--- src/rtl/elevator_scan_ctrl.sv ---
`default_nettype none
// ============================================================================
// Module      : elevator_scan_ctrl
// Description : SCAN (sweep) elevator controller. It drains floor requests
//               from a first-word-fall-through FIFO into a pending-request
//               bitmap and sweeps the cabin up and down, stopping at every
//               pending floor in the current sweep direction before turning
//               around. Each one-floor move takes TRAVEL_CYCLES cycles and
//               each stop holds the door open for DOOR_CYCLES cycles.
//
// Parameters  : NUM_FLOORS    - number of served floors (2..2**FLOOR_W)
//               FLOOR_W       - width of floor indices
//               TRAVEL_CYCLES - cycles per one-floor move (>=1)
//               DOOR_CYCLES   - cycles the door stays open (>=1)
//
// Ports       : clk          in   system clock
//               rst_n        in   asynchronous active-low reset
//               estop_i      in   emergency stop (only with ELEV_ESTOP_EN)
//               fifo_empty_i in   request FIFO empty
//               fifo_dout_i  in   requested floor (FWFT head)
//               fifo_rd_o    out  pop strobe, combinational
//               floor_o      out  current cabin floor
//               dir_o        out  00 up, 01 down, 11 idle
//               door_o       out  door open
//               pending_o    out  outstanding-request bitmap
//               req_err_o    out  one-cycle pulse: out-of-range request dropped
//
// Build macro : ELEV_ESTOP_EN - adds estop_i. While high, travel and door
//               timers freeze, floor and state hold, the door output is
//               forced low; request intake continues.
//
// Revision    : 1.0 - initial release
// ============================================================================
module elevator_scan_ctrl #(
  parameter int NUM_FLOORS    = 16,
  parameter int FLOOR_W       = 4,
  parameter int TRAVEL_CYCLES = 4,
  parameter int DOOR_CYCLES   = 8
) (
  input  logic                  clk,
  input  logic                  rst_n,
`ifdef ELEV_ESTOP_EN
  input  logic                  estop_i,
`endif
  input  logic                  fifo_empty_i,
  input  logic [FLOOR_W-1:0]    fifo_dout_i,
  output logic                  fifo_rd_o,
  output logic [FLOOR_W-1:0]    floor_o,
  output logic [1:0]            dir_o,
  output logic                  door_o,
  output logic [NUM_FLOORS-1:0] pending_o,
  output logic                  req_err_o
);

  // --------------------------------------------------------------------------
  // Constants
  // --------------------------------------------------------------------------
  localparam int TCW = (TRAVEL_CYCLES > 1) ? $clog2(TRAVEL_CYCLES) : 1;
  localparam int DCW = (DOOR_CYCLES   > 1) ? $clog2(DOOR_CYCLES)   : 1;

  localparam logic [TCW-1:0]        TRAVEL_LAST = TCW'(TRAVEL_CYCLES - 1);
  localparam logic [DCW-1:0]        DOOR_LAST   = DCW'(DOOR_CYCLES - 1);
  localparam logic [FLOOR_W-1:0]    FLOOR_TOP   = FLOOR_W'(NUM_FLOORS - 1);
  localparam logic [FLOOR_W:0]      FLOOR_LIMIT = (FLOOR_W+1)'(NUM_FLOORS);
  localparam logic [NUM_FLOORS-1:0] FLOOR_ONE   = NUM_FLOORS'(1);

  localparam logic [1:0] DIR_UP   = 2'b00;
  localparam logic [1:0] DIR_DN   = 2'b01;
  localparam logic [1:0] DIR_IDLE = 2'b11;

  typedef enum logic [1:0] {
    ST_IDLE    = 2'd0,
    ST_MOVE_UP = 2'd1,
    ST_MOVE_DN = 2'd2,
    ST_DOOR    = 2'd3
  } state_t;

  // --------------------------------------------------------------------------
  // Registers and next-state values
  // --------------------------------------------------------------------------
  state_t                  state_q,      state_d;
  logic [FLOOR_W-1:0]      floor_q,      floor_d;
  logic [1:0]              dir_q,        dir_d;
  logic                    door_q,       door_d;
  logic [NUM_FLOORS-1:0]   pending_q,    pending_d;
  logic                    req_err_q,    req_err_d;
  logic [TCW-1:0]          travel_cnt_q, travel_cnt_d;
  logic [DCW-1:0]          door_cnt_q,   door_cnt_d;

  // --------------------------------------------------------------------------
  // Combinational helpers
  // --------------------------------------------------------------------------
  logic                    w_run;
  logic                    w_req_in_range;
  logic [NUM_FLOORS-1:0]   w_req_onehot;
  logic [NUM_FLOORS-1:0]   w_above_mask;
  logic [NUM_FLOORS-1:0]   w_below_mask;
  logic                    w_above;
  logic                    w_below;
  logic                    w_here_req;
  logic [NUM_FLOORS-1:0]   w_set_mask;
  logic [NUM_FLOORS-1:0]   w_clr_mask;
  logic [NUM_FLOORS-1:0]   w_arrive_mask;
  logic [FLOOR_W-1:0]      w_step_floor;

`ifdef ELEV_ESTOP_EN
  assign w_run = ~estop_i;
`else
  assign w_run = 1'b1;
`endif

  // Popping is allowed whenever out of reset; an emergency stop does not
  // block intake.
  assign fifo_rd_o = rst_n & ~fifo_empty_i;

  assign w_req_in_range = ({1'b0, fifo_dout_i} < FLOOR_LIMIT);
  assign w_req_onehot   = FLOOR_ONE << fifo_dout_i;

  // Per-floor masks of the floors strictly above / below the cabin.
  for (genvar gi = 0; gi < NUM_FLOORS; gi++) begin : g_floor_cmp
    assign w_above_mask[gi] = ((FLOOR_W+1)'(gi) > {1'b0, floor_q});
    assign w_below_mask[gi] = ((FLOOR_W+1)'(gi) < {1'b0, floor_q});
  end

  assign w_above = |(pending_q & w_above_mask);
  assign w_below = |(pending_q & w_below_mask);

  // --------------------------------------------------------------------------
  // Next-state logic
  // --------------------------------------------------------------------------
  always_comb begin
    state_d       = state_q;
    floor_d       = floor_q;
    dir_d         = dir_q;
    door_d        = door_q;
    travel_cnt_d  = travel_cnt_q;
    door_cnt_d    = door_cnt_q;
    req_err_d     = 1'b0;
    w_here_req    = 1'b0;
    w_set_mask    = '0;
    w_clr_mask    = '0;
    w_arrive_mask = '0;
    w_step_floor  = floor_q;

    // Request intake. A request for the floor the cabin is parked at (idle
    // or door open) is consumed directly instead of being stored.
    if (fifo_rd_o) begin
      if (!w_req_in_range) begin
        req_err_d = 1'b1;
      end else if ((fifo_dout_i == floor_q) &&
                   ((state_q == ST_IDLE) || (state_q == ST_DOOR))) begin
        w_here_req = 1'b1;
      end else begin
        w_set_mask = w_req_onehot;
      end
    end

    case (state_q)
      ST_IDLE: begin
        if (w_run) begin
          // A same-floor request opens the door at once; the pending bitmap
          // is re-evaluated when the door closes, treated as an up sweep.
          if (w_here_req) begin
            state_d    = ST_DOOR;
            door_d     = 1'b1;
            dir_d      = DIR_UP;
            door_cnt_d = '0;
          end else if (w_above) begin
            state_d      = ST_MOVE_UP;
            dir_d        = DIR_UP;
            travel_cnt_d = '0;
          end else if (w_below) begin
            state_d      = ST_MOVE_DN;
            dir_d        = DIR_DN;
            travel_cnt_d = '0;
          end
        end
      end

      ST_MOVE_UP, ST_MOVE_DN: begin
        if (w_run) begin
          if (travel_cnt_q == TRAVEL_LAST) begin
            travel_cnt_d = '0;
            if (state_q == ST_MOVE_UP) begin
              w_step_floor = (floor_q == FLOOR_TOP) ? floor_q : floor_q + FLOOR_W'(1);
            end else begin
              w_step_floor = (floor_q == '0) ? floor_q : floor_q - FLOOR_W'(1);
            end
            floor_d       = w_step_floor;
            w_arrive_mask = FLOOR_ONE << w_step_floor;
            // A request landing on the arrival edge for this floor counts as
            // served, just like an already pending one.
            if (|(w_arrive_mask & (pending_q | w_set_mask))) begin
              w_clr_mask = w_arrive_mask;
              state_d    = ST_DOOR;
              door_d     = 1'b1;
              door_cnt_d = '0;
            end else if (w_step_floor == floor_q) begin
              // Pinned at an end floor with nothing to serve: rest instead
              // of pushing past the shaft limit.
              state_d = ST_IDLE;
              dir_d   = DIR_IDLE;
            end
          end else begin
            travel_cnt_d = travel_cnt_q + TCW'(1);
          end
        end
      end

      ST_DOOR: begin
        if (w_here_req) begin
          // Same-floor call while the door is open: hold it for a full period.
          door_cnt_d = '0;
        end else if (w_run) begin
          if (door_cnt_q == DOOR_LAST) begin
            door_d       = 1'b0;
            door_cnt_d   = '0;
            travel_cnt_d = '0;
            // Continue the sweep, else reverse, else rest.
            if (dir_q == DIR_DN) begin
              if (w_below) begin
                state_d = ST_MOVE_DN;
                dir_d   = DIR_DN;
              end else if (w_above) begin
                state_d = ST_MOVE_UP;
                dir_d   = DIR_UP;
              end else begin
                state_d = ST_IDLE;
                dir_d   = DIR_IDLE;
              end
            end else begin
              if (w_above) begin
                state_d = ST_MOVE_UP;
                dir_d   = DIR_UP;
              end else if (w_below) begin
                state_d = ST_MOVE_DN;
                dir_d   = DIR_DN;
              end else begin
                state_d = ST_IDLE;
                dir_d   = DIR_IDLE;
              end
            end
          end else begin
            door_cnt_d = door_cnt_q + DCW'(1);
          end
        end
      end

      default: begin
        state_d = ST_IDLE;
        dir_d   = DIR_IDLE;
        door_d  = 1'b0;
      end
    endcase

    // Arrival clears win over a simultaneous set of the same floor.
    pending_d = (pending_q | w_set_mask) & ~w_clr_mask;
  end

  // --------------------------------------------------------------------------
  // State registers
  // --------------------------------------------------------------------------
  always_ff @(posedge clk or negedge rst_n) begin
    if (!rst_n) begin
      state_q      <= ST_IDLE;
      floor_q      <= '0;
      dir_q        <= DIR_IDLE;
      door_q       <= 1'b0;
      pending_q    <= '0;
      req_err_q    <= 1'b0;
      travel_cnt_q <= '0;
      door_cnt_q   <= '0;
    end else begin
      state_q      <= state_d;
      floor_q      <= floor_d;
      dir_q        <= dir_d;
      door_q       <= door_d;
      pending_q    <= pending_d;
      req_err_q    <= req_err_d;
      travel_cnt_q <= travel_cnt_d;
      door_cnt_q   <= door_cnt_d;
    end
  end

  // --------------------------------------------------------------------------
  // Outputs
  // --------------------------------------------------------------------------
  assign floor_o   = floor_q;
  assign dir_o     = dir_q;
  assign pending_o = pending_q;
  assign req_err_o = req_err_q;
  // The emergency stop keeps the door shut even while a stop is in progress.
  assign door_o    = door_q & w_run;

endmodule
`default_nettype wire

--- config.mk ---
export PLATFORM = sky130hd
export DESIGN_NAME = elevator_scan_ctrl
export DESIGN_NICKNAME = d
export VERILOG_FILES = /design/src/rtl/elevator_scan_ctrl.sv
export SDC_FILE = /design/constraint.sdc
export NUM_CORES = 1
export LEC_CHECK = 0
export ABC_AREA = 1
export CAP_MARGIN = 15
export CORE_ASPECT_RATIO = 1.1
export CORE_UTILIZATION = 35
export DETAILED_ROUTE_END_ITERATION = 10
export PLACE_DENSITY = 0.56
export SLEW_MARGIN = 25
export SYNTH_ARGS = -nofsm -noshare
export SYNTH_HDL_FRONTEND = slang
export SYNTH_SLANG_ARGS = --single-unit
--- constraint.sdc ---
create_clock -name clk -period 6.3 [get_ports clk]
set_clock_uncertainty 0.2 [all_clocks]
set_input_delay 1.26 -clock clk [delete_from_list [all_inputs] [get_ports clk]]
set_output_delay 1.26 -clock clk [all_outputs]
set_load 0.1 [all_outputs]
==> results.toml <==
[run_status]
outcome = "finished, final reports clean"

[global_route]
met1_usage_pct = 30.0
grt_use_met2_pct = 33.5
grt_pass1_wl_um = 13600
grt_overflow = 0
grt_start_max_net_pins = 31
busiest_layer = "met2"
grtUsageMet3_pct = 2.88
antenna_found_initial = 0
grt_usage_pct = 21.5
grt_pass1_vias = 2726

[worst_hold_path]
worstHoldStart = "door_o$_DFFE_PN0P_"
hold_path_class = "flip-flop to flip-flop"
whs_path_depth = 2
min_to = "door_o$_DFFE_PN0P_"

[drt]
vias = 2802
via_per_inst = 5.20
wl_per_cell_um = 15.1
dr.pass1.iters = 4
drtAntennaViolNets = 0
wl_um = 8140
route.detailed.drc = 0
drt-initial-drc-count = 185

[cts]
post-cts-setup-buffers = 0
cts_tree = "done"
holdBufCountCts = 0
clock_tree.buffer_depth = 2
cts_buffers = 5
cts_sinks = 30
clockRootBuffer = "clkbuf_8"
insertion_delay_ns = 0.29
cts.repair.resized = 0
clkTransAtPathRegs_ns = 0.07
htreeDepth = 2

[placement]
placed_area_um2 = 3080
portBuffers = 30
place_congestion = 0.920
hpwl_um = 6130

[setup_path]
worstPathCellList = "clkdlybuf4s50_1, inv_1, nor2_1, buf_4"
worstSetupPathDepth = 4
critPathArrivalTime_ns = 2.52
crit_path_max_fanout = 4
rrSetupSlack_ns = 2.93
ff2ff_path_depth = 17
crit_family = "buffers and inverters"
crit_type = "primary input to output port"
reg2reg_from = "state_q[0]$_DFFE_PN0P_"
cp-start-kind = "primary input"
r2r-end = "door_o$_DFFE_PN0P_"
cp_num_buf_inv = 3
cpPeakStageDelay_ns = 0.59
crit_start = "rst_n"
crit_required_ns = 4.84
end_kind = "output port"
slowest_stage = "clkdlybuf4s50_1"

[synth]
synth_area_leaders = "dfrtp_1, nand2_1, nand3_1"
synth_area_leader_cell = "dfrtp_1"
synth_edf_count = 0
ys.flop_type = "dfrtp_1"
yosysSeqAreaShare_pct = 27.5
netlist_area_um2 = 2740
yosysTopAreaCellShare_pct = 25.6
yosys_warnings = 0
syn_avg_cell_area_um2 = 6.70
async_flop_share_pct = 100
synthesis.instances = 409
ys_types = 40
synth-seq-cells = 30
syn-num-nets = 427

[finish]
regArea_um2 = 753
syn_to_final_growth_pct = 15.7
final_layout_size_suffix_gt1_share_pct = 11.5
final_nets = 451
antennaDiodeCount = 0
fill_cells = 817
multiInputGateArea_um2 = 1670
stdcell_area_um2 = 3170

[sta]
setup_violations = 0
finalMaxSlewViolations = 0
finalCriticalPeriod_ns = 3.98
period_share_pct = 63.2
hold_viol = 0
timing.fmax_mhz = 251
tightest_slew_ns = 0.974
tns_ns = 0
max-slew-margin-rel_pct = 34.9
rsz0062_at_grt = "false"

[floorplan]
dieWidth_um = 86.4
initial_utilization_pct = 36.5
coreArea_um2 = 7510
ios = 32
die_area_um2 = 8190
die_h_um = 94.8
row_count = 33

[run]
drv_cap = 0
==> cells in the mapped netlist (all sizes together), types with 4 or more instances <==
master	count
clkbuf	4
inv	57
buf	10
nor3	6
dfrtp	28
o21ai	25
nand3	52
nor2	43
nand2	121
a41oi	14
ha	11
a21oi	16
==> sequential cells by signal, indices dropped and copies added (netlist names) <==
| register | cells |
|---|---|
| pending_o | 16 |
| floor_o | 4 |
| door_cnt_q | 3 |
| dir_o | 2 |
| state_q | 2 |
| travel_cnt_q | 2 |
| door_o | 1 |
==> per-stage QoR <==
stage	hold slack (ns)	instances	worst slack [ns]	util (%)
after floorplan	0.251	409	2.01	-
after global placement	0.266	531	2.35	40.9
after detailed placement	0.270	531	2.36	40.9
after CTS	0.286	539	2.35	42.2
after global routing	0.313	539	2.27	42.2
final	0.284	539	2.32	42.2
==> cells in the final DEF, fill, tap and decap left out, types with 2 or more instances in the layout <==
| cell type | netlist | layout |
|---|---|---|
| a21oi_1 | 16 | 16 |
| a32oi_1 | 2 | 2 |
| a41oi_1 | 14 | 14 |
| buf_4 | 2 | 2 |
| clkbuf_8 | 0 | 6 |
| clkdlybuf4s50_1 | 0 | 29 |
| dfrtp_1 | 28 | 28 |
| dfstp_2 | 2 | 2 |
| ha_1 | 11 | 11 |
| inv_1 | 55 | 55 |
| inv_2 | 2 | 2 |
| nand2_1 | 108 | 108 |
| nand2_2 | 12 | 12 |
| nand3_1 | 50 | 50 |
| nand4_1 | 3 | 3 |
| nor2_1 | 29 | 29 |
| nor2_2 | 10 | 10 |
| nor2_4 | 4 | 4 |
| nor3_1 | 5 | 5 |
| o21ai_0 | 14 | 14 |
| o21ai_1 | 7 | 7 |
| o21ai_2 | 3 | 3 |
| o21bai_1 | 2 | 2 |
| o22ai_1 | 2 | 2 |
| xor2_1 | 2 | 2 |
==> layer usage <==
metal,part of all wire (%),vias up
li1,-,1389
met1,48,1302
met2,44,95
met3,4.9,16
met4,2.9,0
met5,0,-
==> tightest hold or removal path: stages, from the launching register on <==
cell     delay, ns
dfrtp_1       0.35
o21ai_1       0.06
nand2_1       0.05
==> final cells by class <==
class / count / share of cell area [%]
Clock buffer: 6 / 2.60
Clock inverter: 2 / 0.395
Inverter: 57 / 6.75
Multi-Input combinational cell: 308 / 52.7
Sequential cell: 30 / 23.8
Tap cell: 105 / 4.14
Timing Repair Buffer: 31 / 9.63
==> worst max-delay path by stage <==
| stage | slack (ns) | endpoint |
|---|---|---|
| after global placement | 2.35 | fifo_rd_o |
| after CTS | 2.35 | fifo_rd_o |
| after floorplan | 2.01 | door_o$_DFFE_PN0P_ |
| final | 2.32 | fifo_rd_o |
| after detailed placement | 2.36 | fifo_rd_o |
| after global routing | 2.27 | fifo_rd_o |
==> kinds of logic (layout without fill, tap and decap cells) <==
logic type                 count (synthesis)  in the layout  synth area share, %
buffers and inverters                     71             96                 11.5
DFF                                       30             30                 27.5
other                                      1              1                0.137
adders and majority gates                 11             11                 5.02
AOI/OAI and AO/OA                         66             66                 16.2
and+or+nand+nor                          227            227                 38.4
xor gates and xnor gates                   3              3                 1.23
Power is left out: the tool's default activity adds up to more than one toggle a clock period on the data nets, which glitch-free logic cannot reach.
